$ cat src/rtl/eq_gain_ctrl_pkg.sv
// Shared definitions for the EQ gain controller: FSM states, frame header,
// band indices, select codes and the largest legal shift value.
package eq_gain_ctrl_pkg;

    typedef enum logic [2:0] {
        ST_IDLE  = 3'd0,
        ST_BAND  = 3'd1,
        ST_SEL   = 3'd2,
        ST_VHI   = 3'd3,
        ST_VLO   = 3'd4,
        ST_CSUM  = 3'd5,
        ST_APPLY = 3'd6
    } state_t;

    localparam logic [7:0] HDR_BYTE = 8'hA5;

    localparam int NUM_BANDS = 5;
    localparam logic [2:0] BAND_100_1K = 3'd0;
    localparam logic [2:0] BAND_1K_3K  = 3'd1;
    localparam logic [2:0] BAND_3K_5K  = 3'd2;
    localparam logic [2:0] BAND_5K_8K  = 3'd3;
    localparam logic [2:0] BAND_6K_15K = 3'd4;

    localparam logic [1:0] SEL_SHIFT1 = 2'd0;
    localparam logic [1:0] SEL_SHIFT2 = 2'd1;
    localparam logic [1:0] SEL_BOTH   = 2'd2;

    localparam int MAX_SHIFT = 31;

endpackage

$ cat src/rtl/eq_cmd_parser.sv
// Byte-stream command parser: frames, validates and times out gain commands.
//  state | meaning
//  IDLE  | waiting for header byte, other bytes dropped
//  BAND  | waiting for band index
//  SEL   | waiting for stage select
//  VHI   | waiting for value high byte
//  VLO   | waiting for value low byte
//  CSUM  | waiting for checksum, frame validated on acceptance
//  APPLY | one cycle, cmd_ok high, rx_ready low
module eq_cmd_parser
    import eq_gain_ctrl_pkg::*;
#(
    parameter int TIMEOUT_CYC = 1000
) (
    input  logic       clk,
    input  logic       reset,
    input  logic [7:0] rx_data,
    input  logic       rx_valid,
    output logic       rx_ready,
    output logic       cmd_ok,
    output logic       cmd_err,
    output logic [2:0] cmd_band,
    output logic [1:0] cmd_sel,
    output logic [4:0] cmd_value
);

    localparam int TW = $clog2(TIMEOUT_CYC + 1);

    state_t        state;
    logic [7:0]    band_b, sel_b, vhi_b, vlo_b;
    logic [TW-1:0] tmo_cnt;
    logic          accept;
    logic          frame_ok;

    assign rx_ready = (state != ST_APPLY);
    assign accept   = rx_valid && rx_ready;

    assign frame_ok = (band_b <= 8'(BAND_6K_15K)) &&
                      (sel_b <= 8'(SEL_BOTH)) &&
                      ({vhi_b, vlo_b} <= 16'(MAX_SHIFT)) &&
                      ((band_b ^ sel_b ^ vhi_b ^ vlo_b) == rx_data);

    always_ff @(posedge clk) begin
        if (reset) begin
            state     <= ST_IDLE;
            band_b    <= '0;
            sel_b     <= '0;
            vhi_b     <= '0;
            vlo_b     <= '0;
            tmo_cnt   <= '0;
            cmd_ok    <= 1'b0;
            cmd_err   <= 1'b0;
            cmd_band  <= '0;
            cmd_sel   <= '0;
            cmd_value <= '0;
        end else begin
            cmd_ok  <= 1'b0;
            cmd_err <= 1'b0;
            if (state == ST_APPLY) begin
                state   <= ST_IDLE;
                tmo_cnt <= '0;
            end else if (accept) begin
                tmo_cnt <= '0;
                case (state)
                    ST_IDLE: if (rx_data == HDR_BYTE) state <= ST_BAND;
                    ST_BAND: begin band_b <= rx_data; state <= ST_SEL;  end
                    ST_SEL:  begin sel_b  <= rx_data; state <= ST_VHI;  end
                    ST_VHI:  begin vhi_b  <= rx_data; state <= ST_VLO;  end
                    ST_VLO:  begin vlo_b  <= rx_data; state <= ST_CSUM; end
                    ST_CSUM: begin
                        if (frame_ok) begin
                            state     <= ST_APPLY;
                            cmd_ok    <= 1'b1;
                            cmd_band  <= band_b[2:0];
                            cmd_sel   <= sel_b[1:0];
                            cmd_value <= vlo_b[4:0];
                        end else begin
                            state   <= ST_IDLE;
                            cmd_err <= 1'b1;
                        end
                    end
                    default: state <= ST_IDLE;
                endcase
            end else if (state != ST_IDLE) begin
                // Inter-byte stall inside a frame: give up once the budget is spent.
                if (tmo_cnt == TW'(TIMEOUT_CYC)) begin
                    state   <= ST_IDLE;
                    cmd_err <= 1'b1;
                    tmo_cnt <= '0;
                end else begin
                    tmo_cnt <= tmo_cnt + 1'b1;
                end
            end
        end
    end

endmodule

$ cat src/rtl/eq_gain_ctrl.sv
// EQ gain controller top: parser feeds shadow registers that commit to the
// filter bank outputs only on an audio sample strobe.
module eq_gain_ctrl
    import eq_gain_ctrl_pkg::*;
#(
    parameter int DEF_SHIFT1  = 6,
    parameter int DEF_SHIFT2  = 5,
    parameter int TIMEOUT_CYC = 1000
) (
    input  logic        clk,
    input  logic        reset,
    input  logic [7:0]  rx_data,
    input  logic        rx_valid,
    output logic        rx_ready,
    input  logic        clk_enable,
    output logic [15:0] filter_gain_100_1k_1,
    output logic [15:0] filter_gain_100_1k_2,
    output logic [15:0] filter_gain_1k_3k_1,
    output logic [15:0] filter_gain_1k_3k_2,
    output logic [15:0] filter_gain_3k_5k_1,
    output logic [15:0] filter_gain_3k_5k_2,
    output logic [15:0] filter_gain_5k_8k_1,
    output logic [15:0] filter_gain_5k_8k_2,
    output logic [15:0] filter_gain_6k_15k_1,
    output logic [15:0] filter_gain_6k_15k_2,
    output logic        cmd_ok,
    output logic        cmd_err,
    output logic [7:0]  err_count
);

    logic [2:0]  cmd_band;
    logic [1:0]  cmd_sel;
    logic [4:0]  cmd_value;
    logic        pending;
    logic [15:0] shadow1 [NUM_BANDS];
    logic [15:0] shadow2 [NUM_BANDS];
    logic [15:0] gain1   [NUM_BANDS];
    logic [15:0] gain2   [NUM_BANDS];

    eq_cmd_parser #(.TIMEOUT_CYC(TIMEOUT_CYC)) u_parser (
        .clk       (clk),
        .reset     (reset),
        .rx_data   (rx_data),
        .rx_valid  (rx_valid),
        .rx_ready  (rx_ready),
        .cmd_ok    (cmd_ok),
        .cmd_err   (cmd_err),
        .cmd_band  (cmd_band),
        .cmd_sel   (cmd_sel),
        .cmd_value (cmd_value)
    );

    // Commit reads shadows before the APPLY write lands, so a strobe during
    // APPLY publishes the previous shadow and leaves the new value pending.
    always_ff @(posedge clk) begin
        if (reset) begin
            pending   <= 1'b0;
            err_count <= '0;
            for (int b = 0; b < NUM_BANDS; b++) begin
                shadow1[b] <= 16'(DEF_SHIFT1);
                shadow2[b] <= 16'(DEF_SHIFT2);
                gain1[b]   <= 16'(DEF_SHIFT1);
                gain2[b]   <= 16'(DEF_SHIFT2);
            end
        end else begin
            if (cmd_err && err_count != 8'hFF) err_count <= err_count + 8'd1;

            if (clk_enable && pending) begin
                for (int b = 0; b < NUM_BANDS; b++) begin
                    gain1[b] <= shadow1[b];
                    gain2[b] <= shadow2[b];
                end
            end

            if (cmd_ok) begin
                pending <= 1'b1;
                for (int b = 0; b < NUM_BANDS; b++) begin
                    if (cmd_band == 3'(b)) begin
                        if (cmd_sel == SEL_SHIFT1 || cmd_sel == SEL_BOTH)
                            shadow1[b] <= {11'd0, cmd_value};
                        if (cmd_sel == SEL_SHIFT2 || cmd_sel == SEL_BOTH)
                            shadow2[b] <= {11'd0, cmd_value};
                    end
                end
            end else if (clk_enable) begin
                pending <= 1'b0;
            end
        end
    end

    assign filter_gain_100_1k_1 = gain1[BAND_100_1K];
    assign filter_gain_100_1k_2 = gain2[BAND_100_1K];
    assign filter_gain_1k_3k_1  = gain1[BAND_1K_3K];
    assign filter_gain_1k_3k_2  = gain2[BAND_1K_3K];
    assign filter_gain_3k_5k_1  = gain1[BAND_3K_5K];
    assign filter_gain_3k_5k_2  = gain2[BAND_3K_5K];
    assign filter_gain_5k_8k_1  = gain1[BAND_5K_8K];
    assign filter_gain_5k_8k_2  = gain2[BAND_5K_8K];
    assign filter_gain_6k_15k_1 = gain1[BAND_6K_15K];
    assign filter_gain_6k_15k_2 = gain2[BAND_6K_15K];

endmodule

$ cat config.mk
export PLATFORM = sky130hd
export DESIGN_NAME = eq_gain_ctrl
export DESIGN_NICKNAME = d
export VERILOG_FILES = /design/src/rtl/eq_gain_ctrl_pkg.sv /design/src/rtl/eq_cmd_parser.sv /design/src/rtl/eq_gain_ctrl.sv
export SDC_FILE = /design/constraint.sdc
export NUM_CORES = 1
export LEC_CHECK = 0
export CAP_MARGIN = 30
export CORE_ASPECT_RATIO = 1.25
export CORE_MARGIN = 1
export CORE_UTILIZATION = 47
export CTS_BUF_LIST = sky130_fd_sc_hd__clkbuf_4
export CTS_CLUSTER_DIAMETER = 100
export CTS_CLUSTER_SIZE = 24
export DETAILED_ROUTE_END_ITERATION = 8
export GPL_ROUTABILITY_DRIVEN = 0
export PLACE_DENSITY = 0.8
export SLEW_MARGIN = 40
export SYNTH_ARGS = -nofsm -noshare
export SYNTH_HDL_FRONTEND = slang
export SYNTH_SLANG_ARGS = --single-unit
export TNS_END_PERCENT = 30
$ cat constraint.sdc
create_clock -name clk -period 7.6 [get_ports clk]
set_input_delay 1.14 -clock clk [delete_from_list [all_inputs] [get_ports clk]]
set_output_delay 1.14 -clock clk [all_outputs]
set_load 0.05 [all_outputs]
After elaboration in Yosys (flattened, before gate mapping):

Memories as Yosys holds them, arrays and structs flattened.
Cells that the tools add are included.

* bits in registers: 66
* memories kept: 4
* output and inout bits: 171
* memory bits (writable): 210

Memories
* gain1: depth 5, width 16, read ports 5, clocked after memory_dff 0, wr ports 5, RTL line eq_gain_ctrl.sv:37 `logic [15:0] gain1 [NUM_BANDS];`
* gain2: depth 5, width 16, read ports 5, clocked after memory_dff 0, wr ports 5, RTL line eq_gain_ctrl.sv:38 `logic [15:0] gain2 [NUM_BANDS];`
* shadow1: depth 5, width 5, read ports 5, clocked after memory_dff 0, wr ports 5, RTL line eq_gain_ctrl.sv:35 `logic [15:0] shadow1 [NUM_BANDS];`
* shadow2: depth 5, width 5, read ports 5, clocked after memory_dff 0, wr ports 5, RTL line eq_gain_ctrl.sv:36 `logic [15:0] shadow2 [NUM_BANDS];`

* add/sub/neg operators: 2
* bitwise gates (word level): 26
* multiplexer cells: 82
* reductions and logical operators: 24
* magnitude comparators: 3
* equal/unequal tests: 18

Operators with widths (number)
* 16-bit two-way mux: 10
* 1-bit two-way mux: 55
* 5-bit two-way mux: 10
* 8-bit XOR: 3
* 1-bit bitwise OR: 20
* 3-bit case mux with 6 select lines: 1
* 16-bit by 5-bit less-or-equal comparator with 1-bit output (second input constant): 1
* 3-bit two-way mux: 5
* 3-bit AND reduction: 5
* 3-bit by 2-bit == test with 1-bit output (second input constant): 4
* 3-bit == test (second input constant): 4
* 10-bit by 1-bit adder with 10-bit output (second input constant): 1
* 10-bit == test (second input constant): 1
* 10-bit two-way mux: 1
* 8-bit by 1-bit adder with 8-bit output (second input constant): 1
* 8-bit == test: 1
* 8-bit == test (second input constant): 1
* 8-bit by 2-bit less-or-equal comparator with 1-bit output (second input constant): 1
* 8-bit by 3-bit less-or-equal comparator with 1-bit output (second input constant): 1
* 8-bit != test (second input constant): 1
* 3-bit by 1-bit == test with 1-bit output (second input constant): 2
* 1-bit logical AND: 6
* 3-bit logical NOT: 2
* 3-bit != test (second input constant): 2
* 11 further kinds: 16

Depth between registers and ports, before layout:

* depth after elaboration: 8
* mapped depth: 7
* depth with buffers taken out: 6

By module:

From an unflattened synthesis, not the netlist that was laid out.

* cells, all modules: 663
* area total of the unflattened synthesis: 7609.8 um^2

By module, submodules not included
* eq_gain_ctrl: area each 4917.2 um^2, instances 1, cells each 361
* eq_cmd_parser: area each 2692.6 um^2, instances 1, cells each 302

Worst setup path after synthesis:

Ideal clock, no wire load.

* kind: in2reg
* from: input port reset
* to: memory gain1[0][0], enable pin
* setup slack: 4263 ps
* data arrival time: 2921 ps
* data required time: 7184 ps
* buffers on the path: 2
* stages on the path: 3
* cell sequence: clkbuf_1 > clkbuf_1 > nand2b_1

RTL lines
* start, declared: RTL line eq_gain_ctrl.sv:11 `input logic reset,`
* end, declared: RTL line eq_gain_ctrl.sv:37

Worst setup path after layout:

* from: register u_parser.state[1]
* to: output port rx_ready

* word-level cells in the longest chain between the ends: 1

RTL lines
* start, declared: RTL line eq_cmd_parser.sv:29 `state_t state;`
* start signal, assigned: RTL line eq_cmd_parser.sv:45 `state <= ST_IDLE;`
* start signal, assigned: RTL line eq_cmd_parser.sv:60 `state <= ST_IDLE;`
* start signal, assigned: RTL line eq_cmd_parser.sv:65 `ST_IDLE: if (rx_data == HDR_BYTE) state <= ST_BAND;`
* 3-bit != test: RTL line eq_cmd_parser.sv:35 `assign rx_ready = (state != ST_APPLY);`
* end, declared: RTL line eq_gain_ctrl.sv:14 `output logic rx_ready,`

No other way between the ends.

==> metrics.cfg <==
[clock_network]
post_cts_buffers = 0
numCtsBuffers = 17
clock_path_buffers = 2
cts_tree = done
holdBufCountCts = 0
clock-sinks = 166
h-tree-depth = 4
cts_resized = 0
cts-root-buf = clkbuf_4
clk_pin_slew_worst_paths_ps = 130
clk_latency_ps = 560

[layout]
drive_gt1_share_pct = 6.67
fin_nets = 754
layout_common_cells = 110 x conb_1, 100 x edfxtp_1, 71 x clkdlybuf4s50_1
area_delta_synth_final_pct = 10.2
final_common_cell = conb_1

[setup_path]
crit_start = u_parser.state[1]$_SDFFE_PP0P_
cpMaxStageDelayCell = clkdlybuf4s50_1
cp.required_ps = 6460
rr_worst_depth = 5
worst-path-buf-inv = 1
worstSetupPathType = reg2out
critPathMaxFanout = 11
r2r_slack_ps = 5410
crit_family = buffers and inverters
slowest_delay_ps = 750
setup.worst_path.end_class = output pin
worstReg2RegStart = u_parser.sel_b[0]$_SDFFE_PP0P_
r2r-end = u_parser.cmd_value[3]$_SDFFE_PP0P_
startpoint_type = flip-flop
cp-endpoint = rx_ready
cp_cell_sequence = nor2b_1 > nand2_1 > clkdlybuf4s50_1
cp.arrival_ps = 2200
crit_cells = 3

[logic_synthesis]
mappedNetlistArea_um2 = 7630
synth-main-ff-cell = edfxtp_1
syn-instance-count = 669
ys_seq_elements = 166
yosysSeqAreaShare_pct = 56.7
ys_warn_count = 0
synth-async-reset-ratio_pct = 0
synth_edf_count = 100
postSynthAreaPerCell_um2 = 11.4
ys_types = 46

[detailed_routing]
drt_first_pass_iters = 5
vias = 4541
drc = 0
wirelength_um = 12900
post_drt_via_cell_ratio = 4.72
ant_nets = 0
drt_iter0_drc = 258
wl_per_cell_um = 13.4

[timing]
tightestPinTransition_ps = 691
rsz0062_at_grt = no
fmax_ghz = 0.299
finalCritPeriodShare_pct = 44.0
setup_viol = 0
fin_tns_setup_ps = 0
slew_violations = 0
hold_ws_ps = 482
fin_ws_ps = 4260
relSlewSlack_pct = 53.7
hold_viol_final = 0
fin_crit_ps = 3340
finClkSkew_ps = 33.3

[placement]
io_buffer_count = 72
dp_hpwl_um = 9160
pre_cts_slack_ps = 4170

[die]
top_level_ports = 183
start_util_pct = 48.6
core_um2 = 15700
rows = 51
die_h_um = 144
fp.dieW_um = 116
die_area_um2 = 16800

[power_and_ir_drop]
power.ir.vdd_worst_v = 0.0000911
power_density_nw_per_um2 = 198
static-leakage-power_nw = 2.98

[global_routing]
grt_max_degree = 63
grt_pass1_wl_um = 20800
grt_pass1_vias = 4199
track_usage_pct = 16.3
grt_overflow = 0
grt_antenna_before_repair = 0

[flow_run]
maxCapViolCount = 0

[outcome]
status = finished clean

[min_path]
hold_path_class = reg2reg

[state kept, by name (all words and copies together) (netlist names), 10 cells and up]
signal	flops
shadow1	25
u_parser.tmo_cnt	10
gain1	25
shadow2	25
gain2	25
[how the worst min path moves through the flow]
stage | cells past startpoint | start | to | slack (ps)
2_1_floorplan | 2 | u_parser.cmd_sel[0]$_SDFFE_PP0P_ | u_parser.cmd_sel[0]$_SDFFE_PP0P_ | 450
4_1_cts | 2 | u_parser.cmd_sel[0]$_SDFFE_PP0P_ | u_parser.cmd_sel[0]$_SDFFE_PP0P_ | 490
3_3_place_gp | 2 | u_parser.sel_b[6]$_SDFFE_PP0P_ | u_parser.sel_b[6]$_SDFFE_PP0P_ | 470
3_5_place_dp | 2 | u_parser.cmd_sel[0]$_SDFFE_PP0P_ | u_parser.cmd_sel[0]$_SDFFE_PP0P_ | 470
6_report | 2 | u_parser.cmd_sel[0]$_SDFFE_PP0P_ | u_parser.cmd_sel[0]$_SDFFE_PP0P_ | 480
5_1_grt | 2 | u_parser.vlo_b[1]$_SDFFE_PP0P_ | u_parser.vlo_b[1]$_SDFFE_PP0P_ | 520
[worst reg2reg max path: cells and delay by family, from the launching register on]
| kind | cells | cell delay, ps |
|---|---|---|
| xor+xnor | 2 | 620 |
| simple gates | 2 | 810 |
| flops | 1 | 440 |
| mux | 1 | 240 |
[cell usage after synthesis (all sizes together) (2+ instances only)]
library cell  number  area (um^2)
buf              114          861
edfxtp           100         3000
dfxtp             66         1320
nand2             60          225
nor2              38          143
and2              36          225
a21oi             30          150
nand2b            28          175
or3               26          163
clkbuf            21         78.8
mux2i             20          200
xnor2             18          158
xor2              12          105
inv                8         30.0
nand3              8         40.0
xnor3              8          185
and3               7         45.1
nand4              7         43.8
nor4               7         50.1
nor3               6         30.0
o21ai              6         30.0
o21bai             6         45.0
a211oi             5         37.5
and4               5         46.3
ha                 5         62.6
nor4bb             3         30.0
a21o               2         15.0
a31o               2         17.5
nor2b              2         12.5
o21a               2         15.0
or2                2         12.5
[per-layer routing]
metal	vias up	GRT usage, %	wire (um)
li1	2227	-	-
met1	2116	18.9	5140
met2	185	29.3	7000
met3	13	3.27	630
met4	0	6.68	160
met5	-	0	0
[per-stage QoR]
step                      instance area, um^2  utilization (%)  std cells  total power (W)
after floorplan                          8040                -        778          0.00120
after global routing                     8410             53.5        962          0.00173
after global placement                   8110             51.6        930          0.00118
final                                    8410             53.6        963          0.00166
after CTS                                8410             53.5        962          0.00168
after detailed placement                 8120             51.7        930          0.00118
[layout make-up]
cell class,count,area (um^2)
diodes,1,2.50
clock buffers,17,128
clock inverters,15,158
fillers,1407,7290
inverters,8,30.0
multi-input cells,469,2760
flip-flops and latches,166,4320
well taps,212,265
repair buffers,75,738
[power breakdown]
| part | switching, W | total [W] | internal, W | leakage [nW] |
|---|---|---|---|---|
| Clock | 0.000349 | 0.000501 | 0.000151 | 0.153 |
| Combinational | 0.000168 | 0.000194 | 0.0000256 | 1.41 |
| Sequential | 0.00000353 | 0.000968 | 0.000965 | 1.42 |
[kinds of logic (layout without fill, tap and decap cells)]
| logic type | Yosys count | after routing | share of synthesized area, % |
|---|---|---|---|
| AO/OA/AOI/OAI | 60 | 60 | 4.82 |
| XOR/XNOR | 38 | 38 | 5.87 |
| adder cells (fa/ha/maj) | 5 | 5 | 0.820 |
| buffers and inverters | 143 | 115 | 12.7 |
| flip-flops | 166 | 166 | 56.7 |
| multiplexers | 20 | 20 | 2.62 |
| other | 1 | 111 | 0.0491 |
| AND/OR/NAND/NOR | 236 | 236 | 16.4 |
(Power assumes the default switching activity.)
